File: src/rtl/uart_pkg.sv
`default_nettype none
// ============================================================================
//  Module      : uart_pkg
//  Description : Shared types and constants for the memory-mapped UART
//                transmitter: FSM state encoding, register offsets and
//                STATUS bit positions.
//  Revision    : 1.0 - initial release
// ============================================================================
package uart_pkg;

  // One-hot transmitter states
  typedef enum logic [3:0] {
    StIdle  = 4'b0001,
    StStart = 4'b0010,
    StData  = 4'b0100,
    StStop  = 4'b1000
  } uart_state_e;

  // Word offsets from the block base address
  localparam logic [1:0] RegData   = 2'd0;
  localparam logic [1:0] RegStatus = 2'd1;

  // STATUS register bit positions
  localparam int StatFull     = 0;
  localparam int StatEmpty    = 1;
  localparam int StatBusy     = 2;
  localparam int StatOverflow = 3;
  localparam int StatCountLsb = 8;

endpackage : uart_pkg
`default_nettype wire

File: src/rtl/uart_tx_port_fifo.sv
`default_nettype none
// ============================================================================
//  Module      : SyncFifo
//  Description : Single-clock FIFO with combinational head output. A pop on
//                an empty FIFO is ignored; a push on a full FIFO is accepted
//                only when a pop frees a slot in the same cycle.
//  Revision    : 1.0 - initial release
// ============================================================================
module SyncFifo #(
  parameter int WIDTH = 8,
  parameter int DEPTH = 16
) (
  input  logic                     clock,
  input  logic                     reset,
  input  logic                     push,
  input  logic                     pop,
  input  logic [WIDTH-1:0]         din,
  output logic [WIDTH-1:0]         dout,
  output logic                     full,
  output logic                     empty,
  output logic [$clog2(DEPTH):0]   count
);

  localparam int AW = $clog2(DEPTH);
  localparam logic [AW:0] c_full_count = (AW+1)'(DEPTH);

  logic [WIDTH-1:0] r_mem [DEPTH];
  logic [AW-1:0]    r_wr_ptr;
  logic [AW-1:0]    r_rd_ptr;
  logic [AW:0]      r_count;
  logic             w_do_pop;
  logic             w_do_push;

  assign empty     = (r_count == '0);
  assign full      = (r_count == c_full_count);
  assign count     = r_count;
  assign dout      = r_mem[r_rd_ptr];
  assign w_do_pop  = pop & ~empty;
  assign w_do_push = push & (~full | w_do_pop);

  // Storage array: written only on accepted pushes, contents need no reset
  always_ff @(posedge clock) begin
    if (w_do_push) begin
      r_mem[r_wr_ptr] <= din;
    end
  end

  // Pointers wrap modulo DEPTH; count tracks occupancy
  always_ff @(posedge clock or negedge reset) begin
    if (!reset) begin
      r_wr_ptr <= '0;
      r_rd_ptr <= '0;
      r_count  <= '0;
    end else begin
      if (w_do_push) r_wr_ptr <= r_wr_ptr + 1'b1;
      if (w_do_pop)  r_rd_ptr <= r_rd_ptr + 1'b1;
      case ({w_do_push, w_do_pop})
        2'b10:   r_count <= r_count + 1'b1;
        2'b01:   r_count <= r_count - 1'b1;
        default: r_count <= r_count;
      endcase
    end
  end

endmodule : SyncFifo
`default_nettype wire

File: src/rtl/uart_tx_port.sv
`default_nettype none
// ============================================================================
//  Module      : uart_tx_port
//  Description : Bus-attached 8N1 UART transmitter. Bytes written to DATA
//                are queued in a FIFO and serialised LSB first on txd.
//                STATUS exposes full/empty/busy/overflow and FIFO count.
//                Read data is registered and zero when not selected.
//  Revision    : 1.0 - initial release
// ============================================================================
module uart_tx_port
  import uart_pkg::*;
#(
  parameter logic [29:0] BASE    = 30'h3fff_fff0,
  parameter int          DIVISOR = 868,
  parameter int          DEPTH   = 16
) (
  input  logic        clock,
  input  logic        reset,
  input  logic [29:0] bus_addr,
  input  logic [31:0] bus_data_w,
  input  logic [3:0]  bus_mask_w,
  output logic [31:0] bus_data_r,
  output logic        txd
);

  localparam int CW = $clog2(DEPTH);
  localparam int DW = $clog2(DIVISOR);
  localparam logic [DW-1:0] c_div_last = DW'(DIVISOR - 1);

  uart_state_e r_state;
  uart_state_e w_state_next;
  logic [DW-1:0] r_div_cnt;
  logic [2:0]    r_bit_cnt;
  logic [7:0]    r_shift;
  logic          r_txd;
  logic          r_ovf;
  logic [31:0]   r_rdata;

  logic [29:0]   w_off;
  logic          w_sel;
  logic          w_push;
  logic          w_clr;
  logic          w_rd;
  logic          w_drop;
  logic          w_full;
  logic          w_empty;
  logic [CW:0]   w_count;
  logic [7:0]    w_dout;
  logic          w_pop;
  logic          w_div_end;
  logic [7:0]    w_shift_next;
  logic          w_txd_next;
  logic [31:0]   w_status;
  logic          w_unused_data;

  // Subtracting the base keeps decode correct even for unaligned BASE values
  assign w_off     = bus_addr - BASE;
  assign w_sel     = (w_off[29:2] == '0);
  assign w_push    = w_sel & (w_off[1:0] == RegData)   & bus_mask_w[0];
  assign w_clr     = w_sel & (w_off[1:0] == RegStatus) & bus_mask_w[0] & bus_data_w[StatOverflow];
  assign w_rd      = w_sel & (bus_mask_w == 4'b0000);
  // A full FIFO drops the byte unless the transmitter pops in the same cycle
  assign w_drop    = w_push & w_full & ~w_pop;
  assign w_div_end = (r_div_cnt == c_div_last);
  assign w_unused_data = ^bus_data_w[31:8];

  assign bus_data_r = r_rdata;
  assign txd        = r_txd;

  SyncFifo #(
    .WIDTH (8),
    .DEPTH (DEPTH)
  ) u_fifo (
    .clock (clock),
    .reset (reset),
    .push  (w_push),
    .pop   (w_pop),
    .din   (bus_data_w[7:0]),
    .dout  (w_dout),
    .full  (w_full),
    .empty (w_empty),
    .count (w_count)
  );

  // Assemble the STATUS word from live state
  always_comb begin
    w_status                         = '0;
    w_status[StatFull]               = w_full;
    w_status[StatEmpty]              = w_empty;
    w_status[StatBusy]               = (r_state != StIdle);
    w_status[StatOverflow]           = r_ovf;
    w_status[StatCountLsb +: 8]      = 8'(w_count);
  end

  // Sticky overflow flag; a drop in the same cycle as a clear keeps it set
  always_ff @(posedge clock or negedge reset) begin
    if (!reset)       r_ovf <= 1'b0;
    else if (w_drop)  r_ovf <= 1'b1;
    else if (w_clr)   r_ovf <= 1'b0;
  end

  // Registered read port, zero when unselected so it can be ORed with RAM
  always_ff @(posedge clock or negedge reset) begin
    if (!reset) r_rdata <= '0;
    else        r_rdata <= (w_rd && (w_off[1:0] == RegStatus)) ? w_status : '0;
  end

  // FSM state, bit timing counters, shift register and registered txd
  always_ff @(posedge clock or negedge reset) begin
    if (!reset) begin
      r_state   <= StIdle;
      r_div_cnt <= '0;
      r_bit_cnt <= '0;
      r_shift   <= '0;
      r_txd     <= 1'b1;
    end else begin
      r_state <= w_state_next;
      r_shift <= w_shift_next;
      r_txd   <= w_txd_next;
      if (r_state == StIdle || w_div_end) r_div_cnt <= '0;
      else                                r_div_cnt <= r_div_cnt + 1'b1;
      // 3-bit counter wraps back to 0 after the eighth data bit
      if (r_state == StData && w_div_end) r_bit_cnt <= r_bit_cnt + 1'b1;
    end
  end

  // Next-state selection
  always_comb begin
    w_state_next = r_state;
    unique case (r_state)
      StIdle:  if (!w_empty) w_state_next = StStart;
      StStart: if (w_div_end) w_state_next = StData;
      StData:  if (w_div_end && r_bit_cnt == 3'd7) w_state_next = StStop;
      StStop:  if (w_div_end) w_state_next = w_empty ? StIdle : StStart;
      default: w_state_next = StIdle;
    endcase
  end

  // Pop, shift and line-level decisions, computed ahead of the txd register
  always_comb begin
    w_pop = (!w_empty) && ((r_state == StIdle) || (r_state == StStop && w_div_end));
    w_shift_next = r_shift;
    if (w_pop)                               w_shift_next = w_dout;
    else if (r_state == StData && w_div_end) w_shift_next = r_shift >> 1;
    case (w_state_next)
      StStart: w_txd_next = 1'b0;
      StData:  w_txd_next = w_shift_next[0];
      default: w_txd_next = 1'b1;
    endcase
  end

endmodule : uart_tx_port
`default_nettype wire

File: config.mk
export PLATFORM = sky130hd
export DESIGN_NAME = uart_tx_port
export DESIGN_NICKNAME = d
export VERILOG_FILES = /design/src/rtl/uart_pkg.sv /design/src/rtl/uart_tx_port_fifo.sv /design/src/rtl/uart_tx_port.sv
export SDC_FILE = /design/constraint.sdc
export NUM_CORES = 1
export LEC_CHECK = 0
export ABC_CLOCK_PERIOD_IN_PS = 8000
export CAP_MARGIN = 0
export CORE_MARGIN = 8
export CORE_UTILIZATION = 45
export CTS_BUF_LIST = sky130_fd_sc_hd__clkbuf_4 sky130_fd_sc_hd__clkbuf_8 sky130_fd_sc_hd__clkbuf_16
export DETAILED_ROUTE_END_ITERATION = 10
export PLACE_DENSITY = 0.63
export SLEW_MARGIN = 15
export SYNTH_ARGS = -nofsm -noshare
export SYNTH_HDL_FRONTEND = slang
export SYNTH_SLANG_ARGS = --single-unit
File: constraint.sdc
create_clock -name clock -period 8 [get_ports clock]
set_clock_uncertainty 0.2 [all_clocks]
set_input_delay 0.8 -clock clock [delete_from_list [all_inputs] [get_ports clock]]
set_output_delay 0.8 -clock clock [all_outputs]
set_load 0.01 [all_outputs]
After elaboration in Yosys (flattened, before gate mapping)
Memory sizes are Yosys's and may differ from the RTL's.
Cells that the tools add are included.
{ "totals": {"reg_bits": 53, "ramBits": 128, "in_bits": 68, "out_inout_bits": 33, "word_cells": 77, "n_memories": 1} }
{ "op_classes": {"addsub": 7, "eq_ne": 13, "muxes": 16, "bitwise_logic": 14, "n_reduce_logical": 15} }
{ "memory_table": {"columns": ["memory", "depth", "word_bits", "read_ports", "rd_clocked_by_memory_dff", "wr", "line", "rtl"], "rows": [
  ["u_fifo.r_mem", 16, 8, 1, 0, 1, "uart_tx_port_fifo.sv:27", "logic [WIDTH-1:0] r_mem [DEPTH];"]
]} }
{ "ops": {"columns": ["operator", "count"], "rows": [
  ["30-bit subtractor, second input constant", 1],
  ["28-bit logical NOT", 1],
  ["4-bit two-way mux", 4],
  ["8-bit two-way mux", 2],
  ["4-bit one-hot mux with 4 select lines", 1],
  ["13-bit two-way mux", 1],
  ["10-bit by 1-bit adder with 10-bit output, second input constant", 1],
  ["1-bit AND", 10],
  ["10-bit equality test, second input constant", 1],
  ["10-bit two-way mux", 1],
  ["5-bit one-hot mux with 2 select lines", 1],
  ["4-bit by 1-bit adder with 4-bit output, second input constant", 2],
  ["4-bit by 2-bit equality test with 1-bit output, second input constant", 2],
  ["4-bit by 3-bit equality test with 1-bit output, second input constant", 2],
  ["2-bit nonzero test", 3],
  ["5-bit by 1-bit adder with 5-bit output, second input constant", 1],
  ["5-bit equality test, second input constant", 1],
  ["1-bit logical AND", 5],
  ["5-bit logical NOT", 1],
  ["5-bit by 1-bit subtractor with 5-bit output, second input constant", 1],
  ["2-bit by 1-bit equality test with 1-bit output, second input constant", 2],
  ["4-bit by 1-bit equality test with 1-bit output, second input constant", 1],
  ["4-bit equality test, second input constant", 1],
  ["4-bit logical NOT", 1],
  ["12 further kinds", 18]
]} }

Longest topological paths before layout
Gate-level depths: netlist (run 1).
{ "logic_depth": {"depth_word": 9, "ltp_mapped": 12, "depth_no_buf": 12} }

By module
From an unflattened synthesis (run 1), not the netlist that was laid out.
{ "hier_totals": {"cells_unflattened": 529, "hier_area_um2": 7955.1} }
{ "by_module_without_submodules": {"columns": ["mod", "n_inst", "cells_per_inst", "area_each_um2", "seq_area_each_um2"], "rows": [
  ["SyncFifo", 1, 306, 5835.6, 4169.0],
  ["uart_tx_port", 1, 223, 2119.5, 903.4]
]} }

Worst setup path after synthesis (run 1)
OpenSTA, ideal clock, no wires.
{ "synth_timing": {"kind": "input-to-reg", "start": "in bus_addr[27]", "end": "reg u_fifo.r_count[4] (netlist: u_fifo.count[4])", "setup_time_ns": 0.080, "t_arrival_ns": 3.368, "t_required_ns": 7.720, "setup_slack_ns": 4.353, "cell_stages": 11, "n_path_buf": 0, "cell_sequence": "or3_1 -> or4_1 -> a31o_1 -> and3_4 -> nor4_1 -> nor2_1 -> fa_1 -> a21o_1 -> a21oi_1 -> mux2i_1 -> xnor2_1"} }
{ "synth_via": {"elab_chain_cells": 7, "word_cells_on_any_way": 9, "classes_between": "add/sub: 1; eq/ne: 2; mux: 1; bitwise: 3; reduce/logical: 2"} }
{ "synth_lines": {"columns": ["element", "line", "rtl"], "rows": [
  ["start: declaration", "uart_tx_port.sv:19", "input logic [29:0] bus_addr,"],
  ["30-bit subtractor (*)", "uart_tx_port.sv:57", "assign w_off = bus_addr - BASE;"],
  ["28-bit logical NOT (*)", "uart_tx_port.sv:58", "assign w_sel = (w_off[29:2] == '0);"],
  ["1-bit AND (*) (2 in a row)", "uart_tx_port.sv:59", "assign w_push = w_sel & (w_off[1:0] == RegData) & bus_mask_w[0];"],
  ["1-bit AND (*)", "uart_tx_port_fifo.sv:39", "assign w_do_push = push & (~full | w_do_pop);"],
  ["2-bit by 1-bit equality test with 1-bit output or 2-bit equality test (tied branches)", "uart_tx_port_fifo.sv:57", "case ({w_do_push, w_do_pop})"],
  ["5-bit one-hot mux with 2 select lines or 2-bit nonzero test (tied branches)", null, null],
  ["end signal: assignment", "uart_tx_port_fifo.sv:58", "2'b10: r_count <= r_count + 1'b1;"],
  ["end signal: assignment", "uart_tx_port_fifo.sv:59", "2'b01: r_count <= r_count - 1'b1;"],
  ["end signal: assignment", "uart_tx_port_fifo.sv:60", "default: r_count <= r_count;"],
  ["end: declaration", "uart_tx_port_fifo.sv:30", "logic [AW:0] r_count;"]
]} }
Mark *: on every way between the ends. The rest lies on a longest branch, timed or not.
A chain may end at the register's enable or synchronous reset.

Worst setup path in the final report (run 1)
{ "layout_timing": {"start": "in bus_addr[27]", "end": "mem u_fifo.r_mem[7][6] (enable)"} }
{ "layout_via": {"elab_chain_cells": 7} }
{ "layout_lines": {"columns": ["element", "line", "rtl"], "rows": [
  ["30-bit subtractor", "uart_tx_port.sv:57", null],
  ["28-bit logical NOT", "uart_tx_port.sv:58", null],
  ["1-bit AND (2 in a row)", "uart_tx_port.sv:59", null],
  ["1-bit AND", "uart_tx_port_fifo.sv:39", null],
  ["1-bit two-way mux", "uart_tx_port_fifo.sv:43", "if (w_do_push) begin"],
  ["1-bit two-way mux (implied by the code)", "uart_tx_port_fifo.sv:44", "r_mem[r_wr_ptr] <= din;"],
  ["end: declaration", "uart_tx_port_fifo.sv:27", null]
]} }
No other way between the ends.

==> results of run 1 <==
[area by class of cell]
cell class                      instances  area [µm²]
Timing Repair Buffer                   57       558.0
Multi-Input combinational cell        266        2391
Tap cell                              220       275.3
Sequential cell                       177        5074
Clock inverter                         14       127.6
Fill cell                            1345        7702
Inverter                                8       30.03
Clock buffer                           17       425.4
[worst max-delay path: stages]
cell	delay, ps
clkdlybuf4s50_1	430
or3_1	390
or4_1	400
a31o_1	200
and3_4	160
nor3_4	400
nand2_1	240
nor2_1	760
[cell families after synthesis]
family	after synthesis	share of synthesized area [%]
compound gates	30	2.586
xor+xnor	18	2.062
fa+ha+maj	12	2.062
buf+inv	50	3.600
flops	177	66.34
mux	56	14.15
other cells	1	0.04904
simple gates	127	9.148
[path summary, 6_finish.rpt]
path                       depth (start not counted)  slack [ps]                             end                      from
min in group clock                                 1         290        r_bit_cnt[0]$_DFFE_PN0P_  r_bit_cnt[0]$_DFFE_PN0P_
max                                                8        4050    u_fifo.r_mem[7][6]$_DFFE_PP_              bus_addr[27]
min reg2reg                                        1         290        r_bit_cnt[0]$_DFFE_PN0P_  r_bit_cnt[0]$_DFFE_PN0P_
max in group asynchronous                          1        6940  u_fifo.r_rd_ptr[0]$_DFFE_PN0P_                     reset
min                                                1         190         bus_data_r[8]$_DFF_PN0_                     reset
max reg2reg                                        7        4400    u_fifo.r_mem[7][6]$_DFFE_PP_    r_div_cnt[3]$_DFF_PN0_
[synthesized netlist by cell type (all sizes together)]
cell type | instances | share of area, %
o32a | 2 | 0.26
nor4 | 8 | 0.85
inv | 8 | 0.39
xor2 | 4 | 0.46
clkbuf | 11 | 0.54
a41oi | 1 | 0.11
nor2b | 3 | 0.25
o22a | 1 | 0.11
a31oi | 3 | 0.25
a21oi | 4 | 0.26
mux2 | 8 | 1.3
ha | 11 | 1.8
or4 | 3 | 0.34
a211oi | 3 | 0.29
o21ai | 10 | 0.65
a21o | 2 | 0.20
dfstp | 2 | 0.69
fa | 1 | 0.26
or2 | 3 | 0.28
xnor2 | 14 | 1.6
nand3b | 1 | 0.098
nand2 | 19 | 0.93
nand2b | 8 | 0.75
a211o | 1 | 0.11
and2 | 9 | 0.77
nand3 | 9 | 0.59
buf | 31 | 2.7
dfrtp | 47 | 15
nand4 | 10 | 0.82
mux4 | 40 | 12
a31o | 1 | 0.11
mux2i | 8 | 1.0
nor2 | 37 | 1.9
and3 | 5 | 0.47
nor3 | 9 | 0.74
or3 | 1 | 0.082
edfxtp | 128 | 50
conb | 1 | 0.049
o2111ai | 1 | 0.11
o31ai | 1 | 0.098
nand4b | 2 | 0.23
[through the flow]
stage	utilization (%)	total power [mW]	hold slack, ps
floorplan	-	1.021	252.8
global placement	50.20	1.047	269.5
detailed placement	50.20	1.049	274.1
CTS	53.54	1.812	286.1
global route	53.55	1.851	241.4
finish	53.55	1.795	189.9
[flip-flops by register name, summed over array words and instances (netlist names)]
signal,cells
u_fifo.r_mem,128
r_div_cnt,10
bus_data_r,9
r_shift,8
u_fifo.count,5
r_state,4
u_fifo.r_rd_ptr,4
u_fifo.r_wr_ptr,4
r_bit_cnt,3
r_ovf,1
txd,1
[routing by layer]
layer,wire length [µm],share of wire [%],GRT usage (%),vias to the layer above
met3,663,4.7,4.543,8
li1,-,-,-,1875
met2,7196,51,23.10,72
met1,6255,44,17.07,2047
met5,0,0,0,-
met4,112,0.79,3.606,0
[power groups by stage]
stage,sequential (mW),combinational (mW),clock (mW)
6_report,0.985,0.0454,0.765
5_1_grt,0.984,0.0502,0.816
4_1_cts,0.985,0.0451,0.782
3_5_place_dp,1.00,0.0449,0
3_3_place_gp,1.00,0.0430,0
2_1_floorplan,1.00,0.0162,0
==> results.sh, run 1 <==
export IMPL_p_switching_mw=0.3830
export IMPL_clock_path_buffers=2
export IMPL_placed_cells=728
export IMPL_hold_class="in -> async"
export IMPL_overflow=0
export IMPL_gp_congestion=0.7614
export IMPL_startpoint_type="input pin"
export IMPL_drt_pass1_iterations=4
export IMPL_netlist_instances=471
export IMPL_die_w_um=146.4
export IMPL_final_hold_violation_count=0
export IMPL_status="completed"
export IMPL_setup_viol=0
export IMPL_endpoint_kind="register"
export IMPL_grt_total_usage_pct=13.86
export IMPL_grt_pass1_vias=4211
export IMPL_die_y_um=146.4
export IMPL_crit_required_ps=7850
export IMPL_area_growth_pct=16.15
export IMPL_path_clk_slew_ps=70
export IMPL_max_vdd_ir_drop_v=0.0001584
export IMPL_leakage_nw=3.186
export IMPL_ys_types=53
export IMPL_yosys_register_bits=177
export IMPL_port_buffers=53
export IMPL_setup_ws_ps=4055
export IMPL_nets=607
export IMPL_vias_per_cell=5.273
export IMPL_mostFrequentLayoutCells="edfxtp_1, clkdlybuf4s50_1, dfrtp_1"
export IMPL_die_area_mm2=0.02142
export IMPL_postRouteAntennaNets=0
export IMPL_grt_pass1_wl_um=22910
export IMPL_drt_initial_drc_count=215
export IMPL_drc_errors=0
export IMPL_maxCapViolCount=0
export IMPL_power_frac_clock_pct=42.6
export IMPL_h_tree_depth=4
export IMPL_ys_warn_count=0
export IMPL_core_area_mm2=0.01658
export IMPL_ys_seq_area_share_pct=66.34
export IMPL_netlist_area_mm2=0.007646
export IMPL_final_common_cell="edfxtp_1"
export IMPL_tightest_slew_ps=939.3
export IMPL_num_rows=47
export IMPL_hold_buffers=0
export IMPL_start_util_pct=46.11
export IMPL_cts_tree="done"
export IMPL_relSlewSlack_pct=37.15
export IMPL_clk_latency_ps=430
export IMPL_antenna_found_initial=0
export IMPL_cts_sinks=177
export IMPL_post_cts_repair_setup_buffers=0
export IMPL_p_sw_share_pct=21.34
export IMPL_num_antenna_cells=0
export IMPL_io_pins=101
export IMPL_crit_path_max_fanout=8
export IMPL_maxSlewViolCount=0
export IMPL_final_cells=759
export IMPL_final_layout_size_suffix_gt1_share_pct=18.37
export IMPL_final_area_mm2=0.008881
export IMPL_finalSetupTns_ps=0
export IMPL_post_place_ws_ps=3597
export IMPL_arrival_ps=3800
export IMPL_place_area_mm2=0.008325
export IMPL_timing_final_crit_share_pct=49.32
export IMPL_rsz0062_at_grt="false"
export IMPL_timing_fmax_mhz=253.5
export IMPL_grt_max_degree=50
export IMPL_combPwrFrac_pct=2.5
export IMPL_p_int_mw=1.412
export IMPL_wl_per_cell_um=18.74
export IMPL_post_cts_resized=0
export IMPL_power_frac_seq_pct=54.9
export IMPL_worstSetupPathType="in -> reg"
export IMPL_root_buffer="clkbuf_16"
export IMPL_routed_via_count=4002
export IMPL_cts_buffers=17
export IMPL_syn_area_per_cell_um2=16.23
export IMPL_fin_crit_ps=3945
export IMPL_hpwl_um=9615
export IMPL_wl_um=14230
export IMPL_power_density_mw_per_mm2=202.1
Note: power is estimated with default switching activity, not from simulation.
==> inputs of run 2 (changes only) <==
Settings changed: ABC_CLOCK_PERIOD_IN_PS 8000 to 3400, PLACE_DENSITY 0.63 to 0.66.
Clock period 8 ns to 3.4 ns, I/O delays scaled along.
==> run 2 against run 1 <==
Worst hold slack better by 86 ps. Via count up 3.1%. Clock power is 140% higher. Worst setup slack worse by 3900 ps. Wire length fell by 0.93%. Global-route usage shrank 0.19 points. Largest cell class unchanged.
==> results.sh, run 2 (synthesis gave the netlist of run 1 again) <==
export IMPL_routed_via_count=4125
export IMPL_grt_total_usage_pct=13.67
export IMPL_r2r_slack_ps=200
export IMPL_vias_per_cell=5.235
export IMPL_root_buffer="clkbuf_16"
export IMPL_critPathBufInv=1
export IMPL_final_layout_size_suffix_gt1_share_pct=22.36
export IMPL_grt_pass1_wl_um=23140
export IMPL_drc_errors=0
export IMPL_whs_ps=275.9
export IMPL_gp_congestion=0.7682
export IMPL_cts_buffers=17
export IMPL_arrival_ps=3430
export IMPL_core_area_mm2=0.01658
export IMPL_regMostFlops="u_fifo.r_mem"
export IMPL_worst_r2r_path_depth=11
export IMPL_overflow=0
export IMPL_final_area_mm2=0.009119
export IMPL_endpoint_kind="register"
export IMPL_cp_top_family="simple AND/OR/NAND/NOR gates"
export IMPL_final_common_cell="edfxtp_1"
export IMPL_cp_slowest_stage_delay_ps=440
export IMPL_tightest_slew_ps=633.0
export IMPL_cp_depth=12
export IMPL_timing_final_crit_share_pct=96.70
export IMPL_leakage_nw=3.327
export IMPL_timing_fmax_mhz=304.2
export IMPL_power_density_mw_per_mm2=467.9
export IMPL_cts_sinks=177
export IMPL_crit_required_ps=3540
export IMPL_nets=635
export IMPL_path_cells="clkdlybuf4s50_1, or3_1, or4_1, a31o_1, and3_4, nor4_4, nor2_4, fa_2, a21o_1, a21oi_2, mux2i_1, xnor2_1"
export IMPL_start_util_pct=46.11
export IMPL_hpwl_um=10190
export IMPL_fillers=1336
export IMPL_maxSlewViolCount=0
export IMPL_hold_class="in -> async"
export IMPL_area_growth_pct=19.26
export IMPL_status="completed"
export IMPL_place_area_mm2=0.008518
export IMPL_worstSetupPathType="in -> reg"
export IMPL_fin_crit_ps=3288
export IMPL_largest_reg_flops=128
export IMPL_clock_path_buffers=2
export IMPL_die_w_um=146.4
export IMPL_postRouteAntennaNets=0
export IMPL_grt_max_degree=50
export IMPL_relSlewSlack_pct=57.80
export IMPL_drt_initial_drc_count=241
export IMPL_clk_latency_ps=420
export IMPL_reg2reg_to="u_fifo.count[3]$_DFFE_PN0P_"
export IMPL_wl_per_cell_um=17.89
export IMPL_h_tree_depth=4
export IMPL_maxCapViolCount=0
export IMPL_grt_pass1_vias=4417
export IMPL_mostFrequentLayoutCells="edfxtp_1, clkdlybuf4s50_1, dfrtp_1"
export IMPL_startpoint_type="input pin"
export IMPL_final_hold_violation_count=0
export IMPL_max_vdd_ir_drop_v=0.0003570
export IMPL_post_cts_repair_setup_buffers=0
export IMPL_wl_um=14100
export IMPL_slowest_stage="clkdlybuf4s50_1"
export IMPL_cts_tree="done"
export IMPL_setup_viol=0
export IMPL_num_antenna_cells=0
export IMPL_num_rows=47
export IMPL_path_clk_slew_ps=70
export IMPL_drt_pass1_iterations=5
export IMPL_crit_path_max_fanout=4
export IMPL_die_y_um=146.4
export IMPL_antenna_found_initial=0
export IMPL_r2r_start="r_div_cnt[3]$_DFF_PN0_"
export IMPL_port_buffers=53
export IMPL_io_pins=101
export IMPL_die_area_mm2=0.02142
## run 2: cell count changes in the layout (fill, tap and decap cells not counted), sizes merged
cell / previous run / this run
buf: 5 / 32
bufinv: 0 / 1
clkbuf: 17 / 18
clkinv: 7 / 6
dlygate4sd3: 0 / 1
## run 2: what timing repair did
action                                 in CTS  in global routing
hold buffers                                1                  0
gates resized for setup                     0                  6
setup endpoints to repair                   0                  3
endpoints found under the hold margin      47                  0
## run 2: power by group
part	switching (mW)	internal, mW	total (mW)	leakage, nW
Sequential	0.00000000457	2.32	2.32	1.75
Combinational	0.0602	0.0492	0.109	1.30
Clock	0.814	1.03	1.84	0.274
Total	0.874	3.39	4.27	3.33
## run 2: worst max-delay path by stage
stage,from,to,slack [ps]
2_1_floorplan,r_div_cnt[3]$_DFF_PN0_,u_fifo.count[3]$_DFFE_PN0P_,140
3_3_place_gp,bus_addr[27],u_fifo.count[4]$_DFFE_PN0P_,-250
5_1_grt,bus_addr[27],u_fifo.count[4]$_DFFE_PN0P_,-3
3_5_place_dp,bus_addr[27],u_fifo.count[4]$_DFFE_PN0P_,-370
4_1_cts,r_div_cnt[3]$_DFF_PN0_,u_fifo.count[4]$_DFFE_PN0P_,60
6_report,bus_addr[27],u_fifo.count[4]$_DFFE_PN0P_,110
## run 2: layer usage
layer / track usage, % / wire length, µm / vias up
li1: - / - / 1929
met1: 16.22 / 6010 / 2096
met2: 23.63 / 7337 / 91
met3: 4.110 / 632 / 9
met4: 3.864 / 115 / 0
met5: 0 / 0 / -
## run 2: stage by stage
step	utilization [%]	worst slack, ps	total power, mW	std cells	setup TNS, ps
after floorplan	-	143.2	2.402	493	0
after global placement	51.37	-251.3	2.465	755	-738.4
after detailed placement	51.37	-367.5	2.471	755	-5811
after CTS	54.80	58.77	4.305	788	0
after global routing	54.99	-3.074	4.400	788	-3.074
final	54.99	112.2	4.267	788	0
## run 2: layout make-up
class / instances / area, µm² / area share, %
Clock buffer: 18 / 432.9 / 4.748
Clock inverter: 14 / 126.4 / 1.386
Inverter: 8 / 30.03 / 0.3293
Multi-Input combinational cell: 266 / 2410 / 26.43
Sequential cell: 177 / 5074 / 55.64
Tap cell: 220 / 275.3 / 3.019
Timing Repair Buffer: 85 / 770.7 / 8.452
## run 2: worst register-to-register path, delay by kind of cell, from the launching register on
family,cells,cell delay [ps]
flip-flops,1,430
multiplexers,1,260
XOR/XNOR,1,90
AO/OA/AOI/OAI,3,500
AND/OR/NAND/NOR,5,1380
adder cells (fa/ha/maj),1,240
